### src/rtl/backscatter_bit_scheduler.sv
// rtl/backscatter_bit_scheduler.sv - backscatter frame sequencer: preamble, payload, gap
module backscatter_bit_scheduler #(
    parameter int                       DIV_W            = 12,
    parameter int                       DEFAULT_DIV      = 10,
    parameter int                       PAYLOAD_W        = 32,
    parameter int                       PREAMBLE_BITS    = 8,
    parameter logic [PREAMBLE_BITS-1:0] PREAMBLE_PATTERN = 8'hA7,
    parameter int                       GAP_TICKS        = 4
) (
    input  logic                 clock,
    input  logic                 reset,
    input  logic [DIV_W-1:0]     div_value,
    input  logic                 cfg_load,
    input  logic                 start,
    input  logic [PAYLOAD_W-1:0] payload,
    output logic                 busy,
    output logic                 done,
    output logic                 bit_out,
    output logic                 bit_valid,
    output logic                 tick,
    output logic                 start_drop
);

    localparam int FRAME_W = PREAMBLE_BITS + PAYLOAD_W;
    localparam int MAX_PG  = (PAYLOAD_W > GAP_TICKS) ? PAYLOAD_W : GAP_TICKS;
    localparam int MAX_LEN = (PREAMBLE_BITS > MAX_PG) ? PREAMBLE_BITS : MAX_PG;
    localparam int CNT_W   = $clog2(MAX_LEN + 1);

    localparam logic [CNT_W-1:0] PRE_LAST = CNT_W'(PREAMBLE_BITS - 1);
    localparam logic [CNT_W-1:0] PAY_LAST = CNT_W'(PAYLOAD_W - 1);
    localparam logic [CNT_W-1:0] GAP_LAST = CNT_W'(GAP_TICKS - 1);

    typedef enum logic [1:0] {
        IDLE     = 2'd0,
        PREAMBLE = 2'd1,
        PAYLOAD  = 2'd2,
        GAP      = 2'd3
    } state_t;

    state_t               state;
    state_t               state_next;
    logic [CNT_W-1:0]     bit_cnt;
    logic [CNT_W-1:0]     bit_cnt_next;
    logic                 done_next;
    logic [DIV_W-1:0]     counter;
    logic [DIV_W-1:0]     div_reg;
    logic [FRAME_W-1:0]   shift_reg;
    logic                 done_r;
    logic                 drop_r;
    logic                 accept;

    // A frame is accepted only from IDLE; this includes the done cycle.
    assign accept     = (state == IDLE) && start;
    assign busy       = (state != IDLE);
    assign bit_valid  = (state == PREAMBLE) || (state == PAYLOAD);
    assign tick       = busy && (counter == div_reg);
    assign bit_out    = bit_valid && shift_reg[FRAME_W-1];
    assign done       = done_r;
    assign start_drop = drop_r;

    // Next-state logic: each phase advances on the tick closing its last bit period.
    always_comb begin
        state_next   = state;
        bit_cnt_next = bit_cnt;
        done_next    = 1'b0;
        case (state)
            IDLE: begin
                if (start) begin
                    state_next   = PREAMBLE;
                    bit_cnt_next = '0;
                end
            end
            PREAMBLE: begin
                if (tick) begin
                    if (bit_cnt == PRE_LAST) begin
                        state_next   = PAYLOAD;
                        bit_cnt_next = '0;
                    end else begin
                        bit_cnt_next = bit_cnt + CNT_W'(1);
                    end
                end
            end
            PAYLOAD: begin
                if (tick) begin
                    if (bit_cnt == PAY_LAST) begin
                        state_next   = GAP;
                        bit_cnt_next = '0;
                    end else begin
                        bit_cnt_next = bit_cnt + CNT_W'(1);
                    end
                end
            end
            GAP: begin
                if (tick) begin
                    if (bit_cnt == GAP_LAST) begin
                        state_next   = IDLE;
                        bit_cnt_next = '0;
                        done_next    = 1'b1;
                    end else begin
                        bit_cnt_next = bit_cnt + CNT_W'(1);
                    end
                end
            end
            default: begin
                state_next   = IDLE;
                bit_cnt_next = '0;
            end
        endcase
    end

    // State, bit counter and the registered done pulse.
    always_ff @(posedge clock or posedge reset) begin
        if (reset) begin
            state   <= IDLE;
            bit_cnt <= '0;
            done_r  <= 1'b0;
        end else begin
            state   <= state_next;
            bit_cnt <= bit_cnt_next;
            done_r  <= done_next;
        end
    end

    // Bit-rate divider: period of div_reg+1 clocks, restarted on every accept.
    always_ff @(posedge clock or posedge reset) begin
        if (reset) begin
            counter <= '0;
        end else if (accept) begin
            counter <= '0;
        end else if (tick) begin
            counter <= '0;
        end else if (busy) begin
            counter <= counter + DIV_W'(1);
        end
    end

    // Divider config is frozen while a frame is in flight.
    always_ff @(posedge clock or posedge reset) begin
        if (reset) begin
            div_reg <= DIV_W'(DEFAULT_DIV);
        end else if (cfg_load && !busy) begin
            div_reg <= div_value;
        end
    end

    // Preamble and payload share one shifter so the payload MSB follows the preamble LSB.
    always_ff @(posedge clock or posedge reset) begin
        if (reset) begin
            shift_reg <= '0;
        end else if (accept) begin
            shift_reg <= {PREAMBLE_PATTERN, payload};
        end else if (tick && bit_valid) begin
            shift_reg <= {shift_reg[FRAME_W-2:0], 1'b0};
        end
    end

    // Flag a start request that arrives while a frame is running.
    always_ff @(posedge clock or posedge reset) begin
        if (reset) begin
            drop_r <= 1'b0;
        end else begin
            drop_r <= start && busy;
        end
    end

endmodule

### config.mk
export PLATFORM = sky130hd
export DESIGN_NAME = backscatter_bit_scheduler
export DESIGN_NICKNAME = d
export VERILOG_FILES = /design/src/rtl/backscatter_bit_scheduler.sv
export SDC_FILE = /design/constraint.sdc
export NUM_CORES = 1
export LEC_CHECK = 0
export ABC_CLOCK_PERIOD_IN_PS = 3000
export BUFFER_PORTS_ARGS = -buffer_cell sky130_fd_sc_hd__buf_4
export CELL_PAD_IN_SITES_DETAIL_PLACEMENT = 0
export CELL_PAD_IN_SITES_GLOBAL_PLACEMENT = 1
export CORE_ASPECT_RATIO = 0.75
export CORE_MARGIN = 8
export CORE_UTILIZATION = 50
export CTS_BUF_LIST = sky130_fd_sc_hd__clkbuf_4
export CTS_CLUSTER_DIAMETER = 60
export CTS_CLUSTER_SIZE = 40
export DETAILED_ROUTE_END_ITERATION = 12
export PLACE_DENSITY_LB_ADDON = 0.1
export SYNTH_ARGS = -nofsm -noshare
export SYNTH_HDL_FRONTEND = slang
export SYNTH_SLANG_ARGS = --single-unit
export TNS_END_PERCENT = 5
### constraint.sdc
create_clock -name clock -period 3 [get_ports clock]
set_input_delay 0 -clock clock [delete_from_list [all_inputs] [get_ports clock]]
set_output_delay 0 -clock clock [all_outputs]
set_load 0.01 [all_outputs]
==> impl_summary.log <==
INFO  metric vdd.ir_drop.worst = 243 uV
INFO  metric largest_register_ff_count = 40
INFO  metric die_width = 120 microns
INFO  metric grt_pass1_vias = 3280
INFO  metric area_of_the_multi_input_gates = 1980 sq um
INFO  metric critPathCaptureType = register
INFO  metric postSynthAreaPerCell = 10.0 sq um
INFO  metric route.detailed.wl_per_inst = 14.6 microns
INFO  metric place_hpwl = 5.84 mm
INFO  metric vias_per_cell = 5.26
INFO  metric final-seq-area = 1850 sq um
INFO  metric clock_network_latency_to_the_later_pin_of_the_worst_skew_pair = 0.42 ns
INFO  metric floorplan.rows = 28
INFO  metric timing.max_cap.violations = 0
INFO  metric async_reset_ff_frac = 1.00
INFO  metric first_pass_grt_wire_length = 15.6 mm
INFO  metric cts_max_path_buffers = 2
INFO  metric final_layout_size_suffix_gt1_frac = 0.289
INFO  metric grt_antenna_before_repair = 0
INFO  metric power_density = 374 nW/um^2
INFO  metric finalInstanceArea = 5120 sq um
INFO  metric timing.critical_path.arrival = 2.67 ns
INFO  metric ys_seq_elements = 74
INFO  metric synth-edff-count = 0
INFO  metric worstMarginPinSlew = 0.742 ns
INFO  metric timing.final.setup_violations = 0
INFO  metric final.setup_skew = 0.0124 ns
INFO  metric yosys_most_used_dff = dfrtp_1
INFO  metric critical_path.reg2reg.startpoint = state[1]$_DFFE_PP0P_
INFO  metric postRouteAntennaNets = 0
INFO  metric vias = 3187
INFO  metric htree_num_levels = 3
INFO  metric synth_warnings = 0
INFO  metric crit_required = 3.29 ns
INFO  metric root_buffer = clkbuf_4
INFO  metric cell_area_after_placement = 4480 sq um
INFO  metric detail_route.drc_violations = 0
INFO  metric slew_headroom = 0.504
INFO  metric design.die.area = 11200 sq um
INFO  metric worstSetupPathType = register to register
INFO  metric clk_pin_slew = 0.12 ns
INFO  metric finalHoldViolations = 0
INFO  metric grt_start_max_net_pins = 72
INFO  metric drt_pass1_iterations = 4
INFO  metric place.port_buffers = 53
INFO  metric drt_wl_total = 8.87 mm
INFO  metric synth_sequential_area_ratio = 0.461
INFO  metric critical_path.max_fanout = 71
INFO  metric post_cts_buffers = 0
INFO  metric gp_routability_congestion = 0.808
INFO  metric cts_tree = done
INFO  metric worst_setup_path_startpoint = state[1]$_DFFE_PP0P_
INFO  metric synth.lib_cells_used.distinct = 43
INFO  metric setup.worst_path.start_class = register
INFO  metric remaining_global_route_overflow = 0
INFO  metric fin_crit_share = 0.792
INFO  metric ioPinCount = 54
INFO  metric period_needed = 2.38 ns
INFO  metric synth_area = 4020 sq um
INFO  metric synthesis.nets = 457
INFO  metric power_leakage = 0.00237 uW
INFO  metric area.growth.synth_to_final = 27.3%
INFO  metric final-max-slew-violation-count = 0
INFO  metric outcome = completed
INFO  metric n_antenna_cell = 0
INFO  metric area_inside_the_core_boundary = 7850 sq um
INFO  metric rsz0062_at_grt = no
INFO  metric maxClockFrequency = 0.421 GHz
INFO  metric floorplan.initialDensity = 0.513
INFO  metric die_h = 93.7 microns
INFO  metric clock-sinks = 74
INFO  metric globalRouteTotalUtil = 0.170
INFO  metric fin_setup_tns = 0 ns
INFO  metric standard_cell_with_the_maximum_stage_delay_on_the_critical_path = or4_2
INFO  metric drt-initial-drc-count = 210
INFO  metric reg2reg_setup_slack = 0.62 ns
INFO  metric tritoncts.num_buffers = 9
INFO  metric max_stage_delay = 0.59 ns
INFO  metric critical_path.cell_chain = inv_1 -> ha_1 -> nand2_1 -> or4_2 -> buf_12 -> nand3_1 -> o211ai_2
INFO  metric syn_inst = 402
INFO  metric nNetsFinal = 551
INFO  metric n_fill_cell = 653
INFO  metric min-delay-path-class = input pin to async pin
-- power by group --
group | switching [uW] | internal (uW)
Sequential | 0.178 | 998
Clock | 355 | 440
Combinational | 39.9 | 80.6
Total | 395 | 1520
-- logic make-up (layout without fill, tap and decap cells) --
group,count (synthesis),after routing,synth area share
flops,74,74,0.461
simple gates,186,186,0.235
buf+inv,35,134,0.0482
fa+ha+maj,7,7,0.0218
compound gates,69,69,0.157
xor+xnor,15,15,0.0327
mux,16,16,0.0445
-- cell usage in the layout, fill, tap and decap left out, drive strengths merged, types with 2 or more instances in the layout --
master	instances
a21o	8
a21oi	5
a22o	2
and2	3
and3	5
buf	61
bufinv	3
clkbuf	11
clkinv	2
dfrtp	72
dfstp	2
dlygate4sd3	46
ha	7
inv	11
mux2	15
nand2	90
nand2b	2
nand3	50
nand4	5
nor2	9
nor2b	2
nor3	6
nor3b	6
nor4	3
o211ai	32
o21ai	13
o22ai	4
xnor2	14
-- routing by layer --
layer  GRT usage  wire length (microns)
met4      0.0446                     95
met2       0.258                   3980
met1       0.232                   4480
met3      0.0492                    317
met5           0                      0
-- synth_stat cells (3+ instances only) --
cell | number | area [sq um]
a21oi_1 | 5 | 25.0
o211ai_2 | 31 | 388
mux2_2 | 15 | 169
clkbuf_1 | 11 | 41.3
nor3b_1 | 6 | 45.0
a21o_1 | 8 | 60.1
nand2_1 | 90 | 338
nand3_1 | 39 | 195
nand3_2 | 11 | 110
dfrtp_1 | 72 | 1800
o21ai_0 | 13 | 65.1
nor3_1 | 6 | 30.0
buf_6 | 8 | 90.1
and2_1 | 3 | 18.8
inv_1 | 11 | 41.3
buf_1 | 3 | 11.3
ha_1 | 7 | 87.6
nand4_1 | 3 | 18.8
o22ai_1 | 4 | 25.0
and3_1 | 5 | 31.3
nor2_1 | 9 | 33.8
xnor2_1 | 14 | 123
-- cell type report --
type | instances | area share
Sequential cell | 74 | 0.362
Inverter | 11 | 0.00806
Clock buffer | 11 | 0.0161
Multi-Input combinational cell | 293 | 0.386
Timing Repair Buffer | 107 | 0.182
Clock inverter | 5 | 0.0200
Tap cell | 105 | 0.0256
-- final timing paths --
| check | endpoint | cells after the start |
|---|---|---|
| setup / recovery | shift_reg[25]$_DFFE_PP0P_ | 7 |
| hold / removal | shift_reg[10]$_DFFE_PP0P_ | 3 |
| setup reg to reg | shift_reg[25]$_DFFE_PP0P_ | 7 |
| hold reg to reg | shift_reg[37]$_DFFE_PP0P_ | 2 |
| max in group asynchronous | shift_reg[22]$_DFFE_PP0P_ | 4 |
| min in group clock | shift_reg[0]$_DFFE_PP0P_ | 4 |
-- timing repair --
| action | in CTS | in global routing |
|---|---|---|
| hold buffers | 46 | 0 |
| resized for setup | 0 | 0 |
| hold endpoints to repair | 76 | 0 |
-- worst max-delay path, delay by kind of cell (launching register included) --
| family | cells | cell delay (ns) |
|---|---|---|
| fa+ha+maj | 1 | 0.54 |
| simple gates | 3 | 0.83 |
| buf+inv | 2 | 0.34 |
| compound gates | 1 | 0.10 |
| flops | 1 | 0.42 |
-- through the flow --
stage	std cells	hold WS [ns]	worst slack, ns	total power, uW	util
3_5_place_dp	544	0.179	0.655	1090	0.570
5_1_grt	606	0.311	0.412	2000	0.653
3_3_place_gp	544	0.168	0.676	1090	0.570
2_1_floorplan	402	0.105	0.955	1030	-
6_report	606	0.278	0.623	1910	0.653
4_1_cts	606	0.244	0.626	1950	0.653
No activity file was read; power rests on OpenSTA's default activity.
